===== src/rtl/jump_issue_ctrl.sv =====
// Jump FU dispatch/resolve controller: one JAL/JALR/branch in flight, redirect + link writeback.
// Optional resolved-jump statistics counters under JUMP_STATS_EN.
module jump_issue_ctrl #(
  parameter int FU_LAT = 2
) (
  input  logic        clk,
  input  logic        rst,
  input  logic        issue_valid,
  output logic        issue_ready,
  input  logic        issue_jal,
  input  logic        issue_jalr,
  input  logic        issue_branch,
  input  logic [2:0]  issue_cmp_ctrl,
  input  logic [31:0] issue_rs1_data,
  input  logic [31:0] issue_rs2_data,
  input  logic [31:0] issue_imm,
  input  logic [31:0] issue_pc,
  input  logic [4:0]  issue_rd,
  input  logic        kill,
  output logic        fu_en,
  output logic        fu_jalr,
  output logic [2:0]  fu_cmp_ctrl,
  output logic [31:0] fu_rs1_data,
  output logic [31:0] fu_rs2_data,
  output logic [31:0] fu_imm,
  output logic [31:0] fu_pc,
  input  logic [31:0] fu_pc_jump,
  input  logic [31:0] fu_pc_wb,
  input  logic        fu_cmp_res,
  output logic        redirect_valid,
  output logic [31:0] redirect_pc,
  output logic        flush,
  output logic        exc_misalign,
  output logic        wb_valid,
  input  logic        wb_ready,
  output logic [4:0]  wb_rd,
  output logic [31:0] wb_data,
`ifdef JUMP_STATS_EN
  output logic [31:0] stat_taken,
  output logic [31:0] stat_not_taken,
`endif
  output logic        busy
);

  typedef enum logic [1:0] {IDLE, EXEC, RESOLVE, WB} state_t;

  localparam logic [2:0] LAST = 3'(FU_LAT - 1);

  state_t      state_reg;
  logic [2:0]  cnt_reg;
  logic        jal_reg;
  logic        branch_reg;
  logic [4:0]  rd_reg;
  logic [31:0] pc_jump_reg;
  logic [31:0] pc_wb_reg;
  logic        cmp_res_reg;

  logic        taken;
  logic [31:0] target;
  logic        misalign;

  // fu_jalr doubles as the latched JALR op-class flag
  assign taken    = jal_reg | fu_jalr | (branch_reg & cmp_res_reg);
  assign target   = {pc_jump_reg[31:1], pc_jump_reg[0] & ~fu_jalr};
  assign misalign = taken & target[1];

  assign issue_ready = (state_reg == IDLE) & ~rst;
  assign busy        = (state_reg != IDLE);

  always_ff @(posedge clk) begin
    if (rst) begin
      state_reg      <= IDLE;
      cnt_reg        <= '0;
      jal_reg        <= 1'b0;
      branch_reg     <= 1'b0;
      rd_reg         <= '0;
      pc_jump_reg    <= '0;
      pc_wb_reg      <= '0;
      cmp_res_reg    <= 1'b0;
      fu_en          <= 1'b0;
      fu_jalr        <= 1'b0;
      fu_cmp_ctrl    <= '0;
      fu_rs1_data    <= '0;
      fu_rs2_data    <= '0;
      fu_imm         <= '0;
      fu_pc          <= '0;
      redirect_valid <= 1'b0;
      redirect_pc    <= '0;
      flush          <= 1'b0;
      exc_misalign   <= 1'b0;
      wb_valid       <= 1'b0;
      wb_rd          <= '0;
      wb_data        <= '0;
`ifdef JUMP_STATS_EN
      stat_taken     <= '0;
      stat_not_taken <= '0;
`endif
    end else begin
      fu_en          <= 1'b0;
      redirect_valid <= 1'b0;
      flush          <= 1'b0;
      exc_misalign   <= 1'b0;
      case (state_reg)
        IDLE: begin
          if (issue_valid) begin
            jal_reg     <= issue_jal;
            branch_reg  <= issue_branch;
            rd_reg      <= issue_rd;
            fu_jalr     <= issue_jalr;
            fu_cmp_ctrl <= issue_cmp_ctrl;
            fu_rs1_data <= issue_rs1_data;
            fu_rs2_data <= issue_rs2_data;
            fu_imm      <= issue_imm;
            fu_pc       <= issue_pc;
            cnt_reg     <= '0;
            fu_en       <= 1'b1;
            state_reg   <= EXEC;
          end
        end
        EXEC: begin
          if (kill) begin
            state_reg <= IDLE;
          end else begin
            cnt_reg <= cnt_reg + 3'd1;
            if (cnt_reg == LAST) begin
              pc_jump_reg <= fu_pc_jump;
              pc_wb_reg   <= fu_pc_wb;
              cmp_res_reg <= fu_cmp_res;
              state_reg   <= RESOLVE;
            end
          end
        end
        RESOLVE: begin
          // Pulses are registered here, so a kill seen this cycle cancels them outright
          if (kill) begin
            state_reg <= IDLE;
          end else begin
            if (misalign) begin
              exc_misalign <= 1'b1;
            end else if (taken) begin
              redirect_valid <= 1'b1;
              flush          <= 1'b1;
              redirect_pc    <= target;
            end
`ifdef JUMP_STATS_EN
            if (taken && !misalign) stat_taken <= stat_taken + 32'd1;
            if (!taken)             stat_not_taken <= stat_not_taken + 32'd1;
`endif
            if ((jal_reg | fu_jalr) && (rd_reg != 5'd0) && !misalign) begin
              wb_valid  <= 1'b1;
              wb_rd     <= rd_reg;
              wb_data   <= pc_wb_reg;
              state_reg <= WB;
            end else begin
              state_reg <= IDLE;
            end
          end
        end
        WB: begin
          if (wb_ready) begin
            wb_valid  <= 1'b0;
            state_reg <= IDLE;
          end
        end
        default: state_reg <= IDLE;
      endcase
    end
  end

endmodule


===== config.mk =====
export PLATFORM = sky130hd
export DESIGN_NAME = jump_issue_ctrl
export DESIGN_NICKNAME = d
export VERILOG_FILES = /design/src/rtl/jump_issue_ctrl.sv
export SDC_FILE = /design/constraint.sdc
export NUM_CORES = 1
export LEC_CHECK = 0
export BUFFER_PORTS_ARGS = -buffer_cell sky130_fd_sc_hd__buf_4
export CAP_MARGIN = 20
export CORE_AREA = 2 2 164 166
export DETAILED_ROUTE_END_ITERATION = 16
export DIE_AREA = 0 0 166 168
export PLACE_DENSITY = 0.68
export SLEW_MARGIN = 15
export SYNTH_ARGS = -nofsm -noshare
export SYNTH_HDL_FRONTEND = slang
export SYNTH_SLANG_ARGS = --single-unit

===== constraint.sdc =====
create_clock -name clk -period 1.7 [get_ports clk]
set_clock_uncertainty 0.2 [all_clocks]
set_input_delay 0.255 -clock clk [delete_from_list [all_inputs] [get_ports clk]]
set_output_delay 0.255 -clock clk [all_outputs]
set_load 0.05 [all_outputs]

-- Word level (Yosys, flattened, before mapping)
Index checks and enable logic that the tools add are counted.
- add/sub/neg operators: 1
- equality and inequality tests: 10
- multiplexer cells: 17
- bitwise gates (word level): 12
- reduce and logical (&&, ||, !) cells: 18
- operator list (kind ; count):
    $mux W2 ; 6
    $reduce_and A3 Y1 ; 4
    $ne A2 B2 Y1 const B ; 5
    $pmux W2 S4 ; 1
    $reduce_and A4 Y1 ; 2
    $mux W1 ; 6
    $mux W3 ; 2
    $not A1 Y1 ; 6
    $pmux W3 S2 ; 1
    $reduce_bool A2 Y1 ; 3
    $reduce_bool A5 Y1 ; 1
    $and A1 B1 Y1 ; 4
    $eq A2 B2 Y1 const B ; 2
    $reduce_or A4 Y1 ; 1
    $add A3 B1 Y3 const B ; 1
    $eq A3 B1 Y1 const B ; 1
    $ne A3 B3 Y1 const B ; 1
    $reduce_or A3 Y1 ; 1
    $eq A2 B1 Y1 const B ; 1
    $logic_and A1 B1 Y1 ; 2
    $logic_not A2 Y1 ; 1
    $or A1 B1 Y1 ; 2
    $pmux W1 S2 ; 1
    $reduce_and A2 Y1 ; 1
    2 further kinds ; 2
- flip-flop bits (word level): 282
- bits of input ports: 209
- output and inout port bits: 208
- word-level logic and storage cells: 79

-- Depth between registers and ports, before layout
- depth after elaboration: 8
- mapped depth: 8
- mapped depth without buffers: 6

-- Least setup slack after synthesis
No wires, ideal clock.
- kind: reg-to-output
- from: register state_reg[1]
- to: output issue_ready
- data arrival time: 1.520 ns
- required time: 1.245 ns
- setup slack: -0.275 ns
- stages on the path, launching flop included: 5
- buffers on the path: 1
- cell sequence: dfxtp_1 buf_2 nor2_1 inv_1 nor2_1
- cells in the longest elaborated chain, start to end: 2
- RTL lines (what ; RTL line ; source):
    start: declaration ; 49 ; state_t state_reg;
    start signal: assignment ; 72 ; state_reg <= IDLE;
    start signal: assignment ; 117 ; state_reg <= EXEC;
    start signal: assignment ; 122 ; state_reg <= IDLE;
    $logic_not A2 Y1 ; 67 ; assign issue_ready = (state_reg == IDLE) & ~rst;
    $and A1 B1 Y1 ; 67 ;
    end: declaration ; 9 ; output logic issue_ready,
No other way between the ends.

-- Worst setup path in the final report
- from: register state_reg[1]
- to: register fu_rs1_data[22]
- cells in the longest elaborated chain, start to end: 2
- RTL lines (what ; RTL line ; source):
    $logic_not A2 Y1 ; 103 ; case (state_reg)
    $reduce_and A2 Y1 (no line) ; n/a ;
    end signal: assignment ; 111 ; fu_rs1_data <= issue_rs1_data;
    end: declaration ; 23 ; output logic [31:0] fu_rs1_data,
No other way between the ends.
A chain may end at the register's enable or synchronous reset.

==> results by stage <==
Final layout:
- The final instance area is around 20000 um^2.
- Cells fill around three quarters of the core in the end.
- The area of the multi-input gates is 5585 um^2.
- In the final design database the tool counted about 2.1k nets.
- The sequential cells in the finished layout cover a total of between 5000 and 6000 um^2.
- The layout-stage area growth over the synthesis result is 102.0%.
- The final-layout fill cell count is roughly 1.6k.
- The finished layout holds approximately 2.3k standard cells, fillers aside.
- The share of post-route cells with drive strength above 1 is between 40 and 50%.

GRT:
- The initial antenna violation count is 3.
- The maximum number of pins on one net before global-route repair is between 100 and 150.
- The via count of the first global-routing pass is approximately 11k.
- The first global-routing pass estimated around 61000 um of wire.
- For this run, the total global-route usage over all layers was measured as a little over a quarter.
- Global routing finished with a remaining overflow of 0.

Worst setup path:
- The length in cells of the worst reg-to-reg path is 10.
- The worst endpoint data arrival time is roughly 2.3 ns.
- The worst reg-to-reg setup slack is -0.28 ns.
- Traced cell by cell, the critical path runs through buf_6, buf_8, nor3b_4, buf_6, buf_6, buf_12, buf_12, clkbuf_16, nand2_4, a21oi_2.
- The kind of cell adding the most delay to the critical path is buffers and inverters.
- In this run the worst path has a maximum fanout of 7.
- The startpoint class of the critical path is a flip-flop.
- The most common cell type on the critical path is buf_6.
- The library cell contributing the largest single delay on the critical path is dfxtp_2.
- The startpoint of the most critical register-to-register path is state_reg[1].
- The count of buffer and inverter cells on the critical path is 7.
- In this run the critical register-to-register path is captured at fu_rs1_data[22].
- In this design, the stage delay of the slowest critical-path cell is between 0.3 and 0.4 ns.
- The setup path with the least slack is of type reg2reg.
- The element type at the critical path end is a flip-flop.
- The worst endpoint required time is a little under 2 ns.

Clock tree:
- The TritonCTS clock tree is yes.
- The number of levels in the clock H-tree is 1.
- The number of buffers added by the clock tree synthesis step is 30.
- Counting every sink on the clock net gives around 280.
- The hold buffer count at CTS is between 200 and 250.
- After clock tree synthesis, the clock-pin slew on the worst setup and hold paths is approximately 0.060 ns.
- The maximum number of buffers from clock root to sink is 3.
- Clock latency on the worst-skew pair, taken at its later pin, is between 0.5 and 0.6 ns.
- Clock tree synthesis selected as its root buffer the cell clkbuf_16.

Place:
- Buffers placed on the I/O ports in this run total around 420.
- Summing all placed instances gives a cell area of between 10000 and 15000 um^2.
- At the end of routability-driven placement, the weighted congestion stood at between 0.8 and 0.9.
- The cell count after placement is approximately 2.0k.
- The half-perimeter wire length of the detailed placement result is between 20000 and 25000 um.

Synth:
- The cell count after synthesis came out at approximately 1.2k.
- In the synthesized netlist the dominant register cell turns out to be dfxtp_1.
- The average instance in the mapped netlist occupies 7.947 um^2.
- The Yosys step of the flow raised 0 warnings.
- The count of distinct cell types in the synthesized netlist is 33.
- The register bit total from synthesis is around 280.
- In this run the cell area of the synthesized design comes to just under 10000 um^2.
- The number of nets in the synthesized netlist is approximately 1.5k.
- The share of synthesized registers carrying an async set or reset is 0%.
- The synthesized design contains 0 enable-type register cells.
- The sequential element share of the synthesized area is 57.29%.

Timing:
- Of the available clock period, the critical path in the final layout requires 116.5%.
- The transition time at the pin with the least slew margin is between 1 and 1.5 ns.
- Setup repair after global routing could not meet its margin everywhere.
- The tightest slew margin relative to the limit is a little under a fifth.
- The number of failing setup endpoints in the final timing report is 271.
- The final sum of negative setup slack is -37.53 ns.
- The final critical path time including I/O delays and setup is between 1.5 and 2 ns.
- Setup slack on the critical path of the routed design comes to -0.2803 ns.
- The number of max-slew violations in the final report is 0.
- The final count of hold timing violations is 11.
- For this run, the top clock speed supported by timing is 505.0 MHz.
- The tightest hold path in the finished design has a slack of -0.02001 ns.

Detailed routing:
- The routed layout has around 12k vias.
- The average wire per standard cell is around 21 um.
- The number of detailed-routing iterations run before antenna repair is 5.
- The final layout contains routed wiring with a total length of 46980 um.
- The mean number of vias per cell is 5.213.
- After detailed routing, the number of remaining DRC violations is 0.
- The DRC marker count from the first detailed-route iteration is ~770.
- The detail route stage leaves a number of antenna-violating nets equal to 0.

Outcome:
- The final reports fail on hold timing, setup timing.
- The flow ran to the end, but the final reports show violations.

Die:
- In this run the vertical extent of the chip is roughly 170 um.
- The number of core rows is 60.
- The starting utilization of the core area is between 30% and 40%.
- The number of top-level pins is approximately 420.
- The core area is about 26000 um^2.
- The horizontal die dimension is about 170 um.
- The die covers between 20000 and 30000 um^2.

Job:
- The tool flagged a number of max-cap violations equal to 0.

Worst hold path:
- The number of cells on the worst hold path is 3.
- The worst hold path terminates at rd_reg[2].
- The startpoint identified for the worst hold timing path is rst.
- The path type of the worst min-delay path is in2reg.

Power and ir drop:
- Power spread over the standard cell area amounts to 849.3 nW/um^2.
- Summed over all cells, the static leakage comes to between 8 and 9 nW.
- The worst ir drop on vdd is around 0.00083 V.
metrics by stage:
stage	setup WS, ns	power, W	hold slack (ns)
after floorplan	-0.08431	0.008274	0.1311
after global placement	-0.1088	0.009244	0.2360
after detailed placement	-0.1490	0.009269	0.2429
after CTS	-0.2444	0.01638	0.03139
after global routing	-0.3244	0.01737	-0.02564
final	-0.2803	0.01690	-0.02001
area by class of cell:
cell class	count	area share, %
Antenna cell	5	0.06286
Timing Repair Buffer	743	36.36
Inverter	2	0.05029
Multi-Input combinational cell	863	28.06
Clock buffer	42	4.299
Tap cell	341	2.143
Clock inverter	11	0.6286
Sequential cell	282	28.40
cell usage after synthesis (2+ instances only):
library cell / count / area share, %
nor3b_2: 3 / 0.38
a21oi_2: 10 / 0.89
ha_1: 2 / 0.25
nor2b_1: 3 / 0.19
buf_6: 2 / 0.23
inv_1: 2 / 0.076
a21oi_1: 266 / 14
nor2_1: 10 / 0.38
nor4_1: 2 / 0.13
nand2_1: 538 / 20
nand3b_1: 2 / 0.15
clkbuf_1: 58 / 2.2
dfxtp_1: 282 / 57
buf_4: 4 / 0.30
buf_2: 28 / 1.4
nand2_2: 10 / 0.63
nor3_1: 2 / 0.10
worst reg2reg max path, cell delays in order (launching register included):
cell and delay [ns]:
dfxtp_2 0.32, buf_6 0.13, buf_8 0.13, nor3b_4 0.22
buf_6 0.14, buf_6 0.09, buf_12 0.15, buf_12 0.13
clkbuf_16 0.17, nand2_4 0.06, a21oi_2 0.15
worst max-delay path by stage:
stage | start | end | slack, ns | depth (start not counted)
6_report | state_reg[1] | fu_rs1_data[22] | -0.28 | 10
5_1_grt | state_reg[1] | fu_rs1_data[22] | -0.32 | 10
3_5_place_dp | rd_reg[3] | wb_data[10] | -0.15 | 5
3_3_place_gp | rd_reg[3] | wb_rd[4] | -0.11 | 5
4_1_cts | state_reg[0] | busy | -0.24 | 5
2_1_floorplan | rd_reg[3] | wb_data[21] | -0.08 | 6
layout by cell type (no fill, tap or decap), types with 7 or more instances in the layout:
cell	synthesis	final
dfxtp_1	282	276
buf_4	4	437
nand2_4	0	134
buf_8	0	9
buf_12	0	37
clkbuf_8	0	7
nand2_2	10	53
clkbuf_16	0	40
dlygate4sd3_1	0	210
buf_16	0	13
buf_6	2	23
a21oi_1	266	112
nand2_1	538	360
nor2_1	10	8
a21oi_2	10	164
routing by layer:
| layer | wire length [um] | vias to the layer above | track usage, % |
|---|---|---|---|
| met5 | 0 | - | 0 |
| met4 | 2627 | 0 | 11.98 |
| met3 | 3361 | 185 | 5.477 |
| met2 | 23920 | 632 | 47.77 |
| met1 | 17070 | 5730 | 31.37 |
| li1 | - | 5386 | - |
report_power, final:
part | switching, W | internal (W) | leakage, nW
Sequential | 0.000150 | 0.00683 | 2.30
Clock | 0.00277 | 0.00380 | 0.479
Combinational | 0.00187 | 0.00148 | 5.96
repair_timing:
action / in CTS / in global routing
pin swaps: 34 / 222
hold endpoints to repair: 210 / 13
gates resized for setup: 107 / 452
setup endpoints to repair: 90 / 281
gates cloned: 22 / 11
setup buffers: 18 / 24
cells by family after synthesis:
logic type               share of synthesized area, %
AND/OR/NAND/NOR                                 23.11
flip-flops                                      57.29
AO/OA/AOI/OAI                                   14.86
buffers and inverters                           4.279
multiplexers                                   0.2158
adder cells (fa/ha/maj)                        0.2539
Power figures use the tool's default switching activity.
